$ cat src/rtl/snail_pkg.sv
// Shared types and constants for the snail-sequence link.
// Latency: n/a (declarations only).
// Backpressure: n/a.
package snail_pkg;

  typedef enum logic [1:0] {
    IDLE = 2'd0,
    PRE  = 2'd1,
    DATA = 2'd2,
    GAP  = 2'd3
  } state_t;

  // Frame marker, sent MSB-first ahead of every data word.
  localparam logic [2:0] PREAMBLE = 3'b110;
  localparam int         PRE_LEN  = 3;

  // Human-readable state names for waveform viewers and debug prints.
  function automatic string state_name(input state_t s);
    case (s)
      IDLE:    return "IDLE";
      PRE:     return "PRE";
      DATA:    return "DATA";
      GAP:     return "GAP";
      default: return "???";
    endcase
  endfunction

endpackage

$ cat src/rtl/snail_seq_tx.sv
// Serial frame transmitter: preamble 110, W data bits MSB-first, GAP_LEN zero bits.
// Latency: first line bit appears 1 cycle after acceptance; frame spans 3+W+GAP_LEN cycles.
// Backpressure: ready only in IDLE; start while busy is dropped, nothing is queued.
import snail_pkg::*;

module snail_seq_tx #(
  parameter int W       = 8,
  parameter int GAP_LEN = 2
) (
  input  logic         clk,
  input  logic         _rst,
  input  logic         start,
  input  logic [W-1:0] data_in,
  output logic         ready,
  output logic         D,
  output logic         busy,
  output logic         done,
  output logic [7:0]   frame_cnt
);

  // The shared counter must reach the longest of the preamble, data and gap spans.
  localparam int SPAN_DG  = (W > GAP_LEN) ? W : GAP_LEN;
  localparam int SPAN     = (SPAN_DG > PRE_LEN) ? SPAN_DG : PRE_LEN;
  localparam int CW       = $clog2(SPAN) + 1;

  localparam logic [CW-1:0] PRE_LAST  = CW'(PRE_LEN - 1);
  localparam logic [CW-1:0] DATA_LAST = CW'(W - 1);
  localparam logic [CW-1:0] GAP_LAST  = CW'(GAP_LEN - 1);

  state_t        state;
  logic [W-1:0]  shreg;
  logic [CW-1:0] cnt;

  assign ready = (state == IDLE);
  assign busy  = !ready;

  // Frame sequencer: every output bit is registered on the transition into the cycle it belongs to.
  always_ff @(posedge clk or negedge _rst) begin
    if (!_rst) begin
      state     <= IDLE;
      shreg     <= '0;
      cnt       <= '0;
      D         <= 1'b0;
      done      <= 1'b0;
      frame_cnt <= 8'd0;
    end else begin
      done <= 1'b0;
      case (state)
        IDLE: begin
          D <= 1'b0;
          if (start) begin
            shreg <= data_in;
            cnt   <= '0;
            D     <= PREAMBLE[2];
            state <= PRE;
          end
        end
        PRE: begin
          if (cnt == PRE_LAST) begin
            cnt   <= '0;
            D     <= shreg[W-1];
            shreg <= shreg << 1;
            state <= DATA;
          end else begin
            cnt <= cnt + CW'(1);
            D   <= (cnt == '0) ? PREAMBLE[1] : PREAMBLE[0];
          end
        end
        DATA: begin
          if (cnt == DATA_LAST) begin
            cnt   <= '0;
            D     <= 1'b0;
            state <= GAP;
            // A one-bit gap is also the last gap cycle.
            if (GAP_LAST == '0) begin
              done      <= 1'b1;
              frame_cnt <= frame_cnt + 8'd1;
            end
          end else begin
            cnt   <= cnt + CW'(1);
            D     <= shreg[W-1];
            shreg <= shreg << 1;
          end
        end
        GAP: begin
          D <= 1'b0;
          if (cnt == GAP_LAST) begin
            cnt   <= '0;
            state <= IDLE;
          end else begin
            cnt <= cnt + CW'(1);
            if ((cnt + CW'(1)) == GAP_LAST) begin
              done      <= 1'b1;
              frame_cnt <= frame_cnt + 8'd1;
            end
          end
        end
        default: begin
          cnt   <= '0;
          D     <= 1'b0;
          state <= IDLE;
        end
      endcase
    end
  end

endmodule

$ cat config.mk
export PLATFORM = sky130hd
export DESIGN_NAME = snail_seq_tx
export DESIGN_NICKNAME = d
export VERILOG_FILES = /design/src/rtl/snail_pkg.sv /design/src/rtl/snail_seq_tx.sv
export SDC_FILE = /design/constraint.sdc
export NUM_CORES = 1
export LEC_CHECK = 0
export ABC_AREA = 1
export BUFFER_PORTS_ARGS = -buffer_cell sky130_fd_sc_hd__buf_4
export CAP_MARGIN = 20
export CORE_UTILIZATION = 35
export CTS_CLUSTER_SIZE = 8
export DETAILED_ROUTE_END_ITERATION = 12
export SLEW_MARGIN = 20
export SYNTH_ARGS = -nofsm -noshare
export SYNTH_HDL_FRONTEND = slang
export SYNTH_SLANG_ARGS = --single-unit
$ cat constraint.sdc
create_clock -name clk -period 1.8 [get_ports clk]
set_input_delay 0.27 -clock clk [delete_from_list [all_inputs] [get_ports clk]]
set_output_delay 0.27 -clock clk [all_outputs]
set_load 0.05 [all_outputs]
== Word-level counts from Yosys, hierarchy flattened ==
Cells that the tools add are included.

* Register bits after elaboration: 24
* Input port bits: 11
* Output and inout bits: 12

* Add/sub/neg operators: 2
* Equal/unequal tests: 12
* Muxes and demuxes: 22
* Bitwise gates (word level): 1
* Reductions and logical operators: 7

{| class="wikitable"
|+ Operator list
! kind !! count
|-
| 8-bit 2-to-1 mux || 3
|-
| 8-bit case mux with 3 select lines || 1
|-
| 4-bit 2-to-1 mux || 4
|-
| 4-bit case mux with 4 select lines || 1
|-
| 2-bit != test (second input constant) || 5
|-
| 8-bit by 1-bit adder with 8-bit output (second input constant) || 1
|-
| 4-bit by 1-bit == test with 1-bit output (second input constant) || 2
|-
| 2-bit 2-to-1 mux || 4
|-
| 2-bit case mux with 4 select lines || 1
|-
| 4-bit AND reduction || 2
|-
| 1-bit 2-to-1 mux || 7
|-
| 4-bit by 1-bit adder with 4-bit output (second input constant) || 1
|-
| 2-bit == test (second input constant) || 2
|-
| 4-bit by 2-bit == test with 1-bit output (second input constant) || 1
|-
| 4-bit by 3-bit == test with 1-bit output (second input constant) || 1
|-
| 4-bit zero test || 1
|-
| 1-bit case mux with 4 select lines || 1
|-
| 3-bit AND reduction || 1
|-
| 3-bit nonzero test || 1
|-
| 2-bit by 1-bit == test with 1-bit output (second input constant) || 1
|-
| 2-bit zero test || 1
|-
| 1-bit zero test || 1
|-
| 1-bit inverter || 1
|}

== Longest topological paths before layout ==
* Depth in word-level cells: 5
* Depth in mapped cells: 9
* Gate-level depth less buffers: 9

== Least setup slack after synthesis ==
Ideal clock, no wire load.

* Path type: register to register
* Start: register state[0]
* End: register shreg[6]
* Arrival: 2.133 ns
* Data required time: 1.726 ns
* Slack: -0.407 ns
* Stages on the path, launching flop included: 10
* Period minus slack after synthesis: 2.207 ns
* Cells stage by stage: dfrtp_1 > inv_1 > ha_1 > inv_1 > nor2_2 > nor2_1 > nand3_4 > buf_6 > nand2_1 > o21ai_2

* Word-level cells in the longest chain between the ends: 3

{| class="wikitable"
|+ RTL lines
! what !! RTL line !! text
|-
| start: declaration || snail_seq_tx.sv:30 || <nowiki>state_t state;</nowiki>
|-
| start signal: assignment || snail_seq_tx.sv:40 || <nowiki>state <= IDLE;</nowiki>
|-
| start signal: assignment || snail_seq_tx.sv:55 || <nowiki>state <= PRE;</nowiki>
|-
| start signal: assignment || snail_seq_tx.sv:63 || <nowiki>state <= DATA;</nowiki>
|-
| 2-bit zero test * || - ||
|-
| net ready || snail_seq_tx.sv:14 || <nowiki>output logic ready,</nowiki>
|-
| 2-bit != test (no source line) / 3-bit nonzero test (equally long branches) || - ||
|-
| 4-bit AND reduction (no source line) || - ||
|-
| end signal: assignment || snail_seq_tx.sv:52 || <nowiki>shreg <= data_in;</nowiki>
|-
| end signal: assignment || snail_seq_tx.sv:62 || <nowiki>shreg <= shreg << 1;</nowiki>
|-
| end signal: assignment || snail_seq_tx.sv:82 || <nowiki>shreg <= shreg << 1;</nowiki>
|-
| end: declaration || snail_seq_tx.sv:31 || <nowiki>logic [W-1:0] shreg;</nowiki>
|}

Mark *: on every way through the listed nets, which the timed path passes. The rest lies on a longest branch.
A chain may end at the register's enable or synchronous reset.

== Worst setup path in the final report ==
* Start: register state[1]
* End: output port busy

* Word-level cells in the longest chain between the ends: 2

{| class="wikitable"
|+ RTL lines
! what !! RTL line !! text
|-
| 2-bit zero test || snail_seq_tx.sv:34 || <nowiki>assign ready = (state == IDLE);</nowiki>
|-
| 1-bit zero test || snail_seq_tx.sv:35 || <nowiki>assign busy = !ready;</nowiki>
|-
| end: declaration || snail_seq_tx.sv:16 || <nowiki>output logic busy,</nowiki>
|}

No other way between the ends.

==> qor.yml <==
tns_ps: 0
maxSlewViolCount: 0
cp.arrival_ps: 1280
final_util_pct: 45.33
yosys.area.top_type: "dfrtp_1"
cellLeakagePower_nw: 0.9477
finalClockSkew_ps: 10.71
grt_max_degree: 25
coreArea_sq_um: 4115
slowest_delay_ps: 440
ir_worst_vdd_mv: 1.682
clock_path_buffers: 2
drt-total-wl_mm: 2.752
syn_avg_cell_area_sq_um: 8.389
fmax_mhz: 647.0
hpwl_mm: 2.114
ys_ff_latch: 24
slowest_stage: "dfrtp_1"
cts_max_level: 1
worstSetupPathType: "reg -> out"
synth_cells: 183
p_total_w: 0.003267
num_vias: 1196
syn_to_final_growth_pct: 21.52
finalCritPeriodShare_pct: 85.87
cts_root_buf: "clkbuf_8"
clk_pin_slew_worst_paths_ps: 80
status: "finished clean"
setup_viol: 0
cts_tree: "yes"
tightest_slew_ps: 360.3
final_antenna_net_count: 0
syn_nets: 205
cp-start-kind: "flop"
post_cts_resized: 0
cts_made_buffers: 3
post_cts_buffers: 0
power_density_nw_per_um2: 1751
crit_fanout: 5
antenna_found_initial: 0
grt_pass1_vias: 1048
async_flop_share_pct: 100.0
synthTopCellsByArea: "dfrtp_1 (39%), nand2_1 (14%), ha_1 (9.0%)"
synth_common_cells: "nand2_1 (59), dfrtp_1 (24), nand3_1 (23)"
post_drt_wl_per_cell_microns: 10.63
worstPathCellList: "inv_2, ha_4, clkinvlp_4, buf_4"
dieArea_sq_um: 4655
hp-class: "in -> reg"
layout_min_cycle_time_ps: 1546
drive_above_1_share_pct: 26.32
synth_edf_count: 0
routed_via_density: 4.618
place.gp.congestion: 0.7979
die_h_microns: 68.23
initial_core_util_pct: 37.31
first_iter_violations: 25
ys.warnings.count: 0
syn_area_sq_um: 1535
cts.sinks: 24
track_usage_pct: 13.37
register_area_sq_um: 600.6
seq_area_frac_synth_pct: 39.12
worstPathRequired_ps: 1530
synth.top_cell.area_share_pct: 39.12
relSlewSlack_pct: 75.96
firstDrtPassIters: 4
yosysMostFrequentCell: "nand2_1"
row_count: 23
io_buffers: 22
layout.nets: 232
synth_flop_cell: "dfrtp_1"
synth_cell_types: 26
grt_setup_unrepaired: "false"
route.detailed.drc: 0
die_w_microns: 68.23
multiInputGateArea_sq_um: 873.3
overflow: 0
top_level_ports: 23
clk_latency_ps: 270
n_fill_cell: 424
grt_pass1_wl_mm: 4.705
maxCapViolCount: 0
final-hold-violation-count: 0
antenna_cells: 0
setup.worst_path.end_class: "primary output"
==> flip-flops by register name, summed over array words and instances, names as in the netlist <==
register / flops
frame_cnt: 8
cnt: 4
done: 1
D: 1
state: 2
shreg: 8
==> power by group <==
| group | leakage, nW | internal, W | switching (W) |
|---|---|---|---|
| registers | 0.313 | 0.000733 | 0.000175 |
| clock network | 0.0357 | 0.000297 | 0.000180 |
| logic | 0.599 | 0.000713 | 0.00117 |
| total | 0.948 | 0.00174 | 0.00152 |
==> layer usage <==
metal / vias up / part of all wire [%] / GRT usage (%)
li1: 640 / - / -
met1: 533 / 50 / 18.04
met2: 21 / 46 / 21.94
met3: 2 / 3.4 / 4.000
met4: 0 / 0.25 / 0.7813
met5: - / 0 / 0
==> critical path: cells and delay by family (launching register included) <==
kind / cells / cell delay, ps
adders and majority gates: 1 / 160
DFF: 1 / 440
buffers and inverters: 3 / 420
==> cells by family after synthesis <==
group | count (synthesis) | synth area share, %
AO/OA/AOI/OAI | 11 | 5.623
XOR/XNOR | 5 | 3.342
adder cells (fa/ha/maj) | 11 | 8.965
buffers and inverters | 21 | 5.623
flip-flops | 24 | 39.12
multiplexers | 7 | 4.564
AND/OR/NAND/NOR | 104 | 32.76
==> final timing paths <==
path | cells after the start | end | startpoint | slack (ps)
setup / recovery | 4 | busy | state[1] | 250
min in group asynchronous | 2 | shreg[2] | _rst | 430
max in group asynchronous | 2 | shreg[7] | _rst | 1120
hold / removal | 3 | shreg[0] | data_in[0] | 270
setup reg to reg | 7 | shreg[1] | cnt[0] | 260
hold reg to reg | 2 | shreg[0] | shreg[0] | 490
==> per-stage QoR <==
| step | setup slack, ps | std cells | hold slack (ps) | cell area [sq um] |
|---|---|---|---|---|
| 2_1_floorplan | 2.753 | 183 | -25.59 | 1568 |
| 3_3_place_gp | 249.6 | 254 | 192.4 | 1784 |
| 3_5_place_dp | 270.7 | 254 | 188.5 | 1784 |
| 4_1_cts | 237.7 | 259 | 263.4 | 1866 |
| 5_1_grt | 94.82 | 259 | 275.6 | 1866 |
| 6_report | 254.4 | 259 | 265.8 | 1866 |
==> placed cells by master (no fill, tap or decap), types with 2 or more instances in the layout <==
| cell type | count |
|---|---|
| nand2_1 | 57 |
| dfrtp_1 | 24 |
| nand3_1 | 23 |
| buf_4 | 23 |
| inv_1 | 16 |
| ha_1 | 10 |
| o21ai_2 | 8 |
| mux2i_1 | 7 |
| nor2_1 | 5 |
| nand2_2 | 5 |
| nand2_4 | 3 |
| clkbuf_8 | 3 |
| inv_2 | 2 |
| nor2_2 | 2 |
| nand4_1 | 2 |
| xnor2_1 | 2 |
| xor2_1 | 2 |
==> what timing repair did <==
action / 4_1_cts / 5_1_grt
hold buffers: 1 / 0
hold endpoints to repair: 24 / 0
setup endpoints to repair: 0 / 0
==> layout make-up <==
class                      instances  area share [%]
multi-input combinational        138           46.81
sequential                        24           32.19
timing repair buffer              24           9.792
inverter                          19           4.024
tap                               50           3.353
clock buffer                       3           2.213
clock inverter                     1           1.610
(Power assumes the default switching activity.)
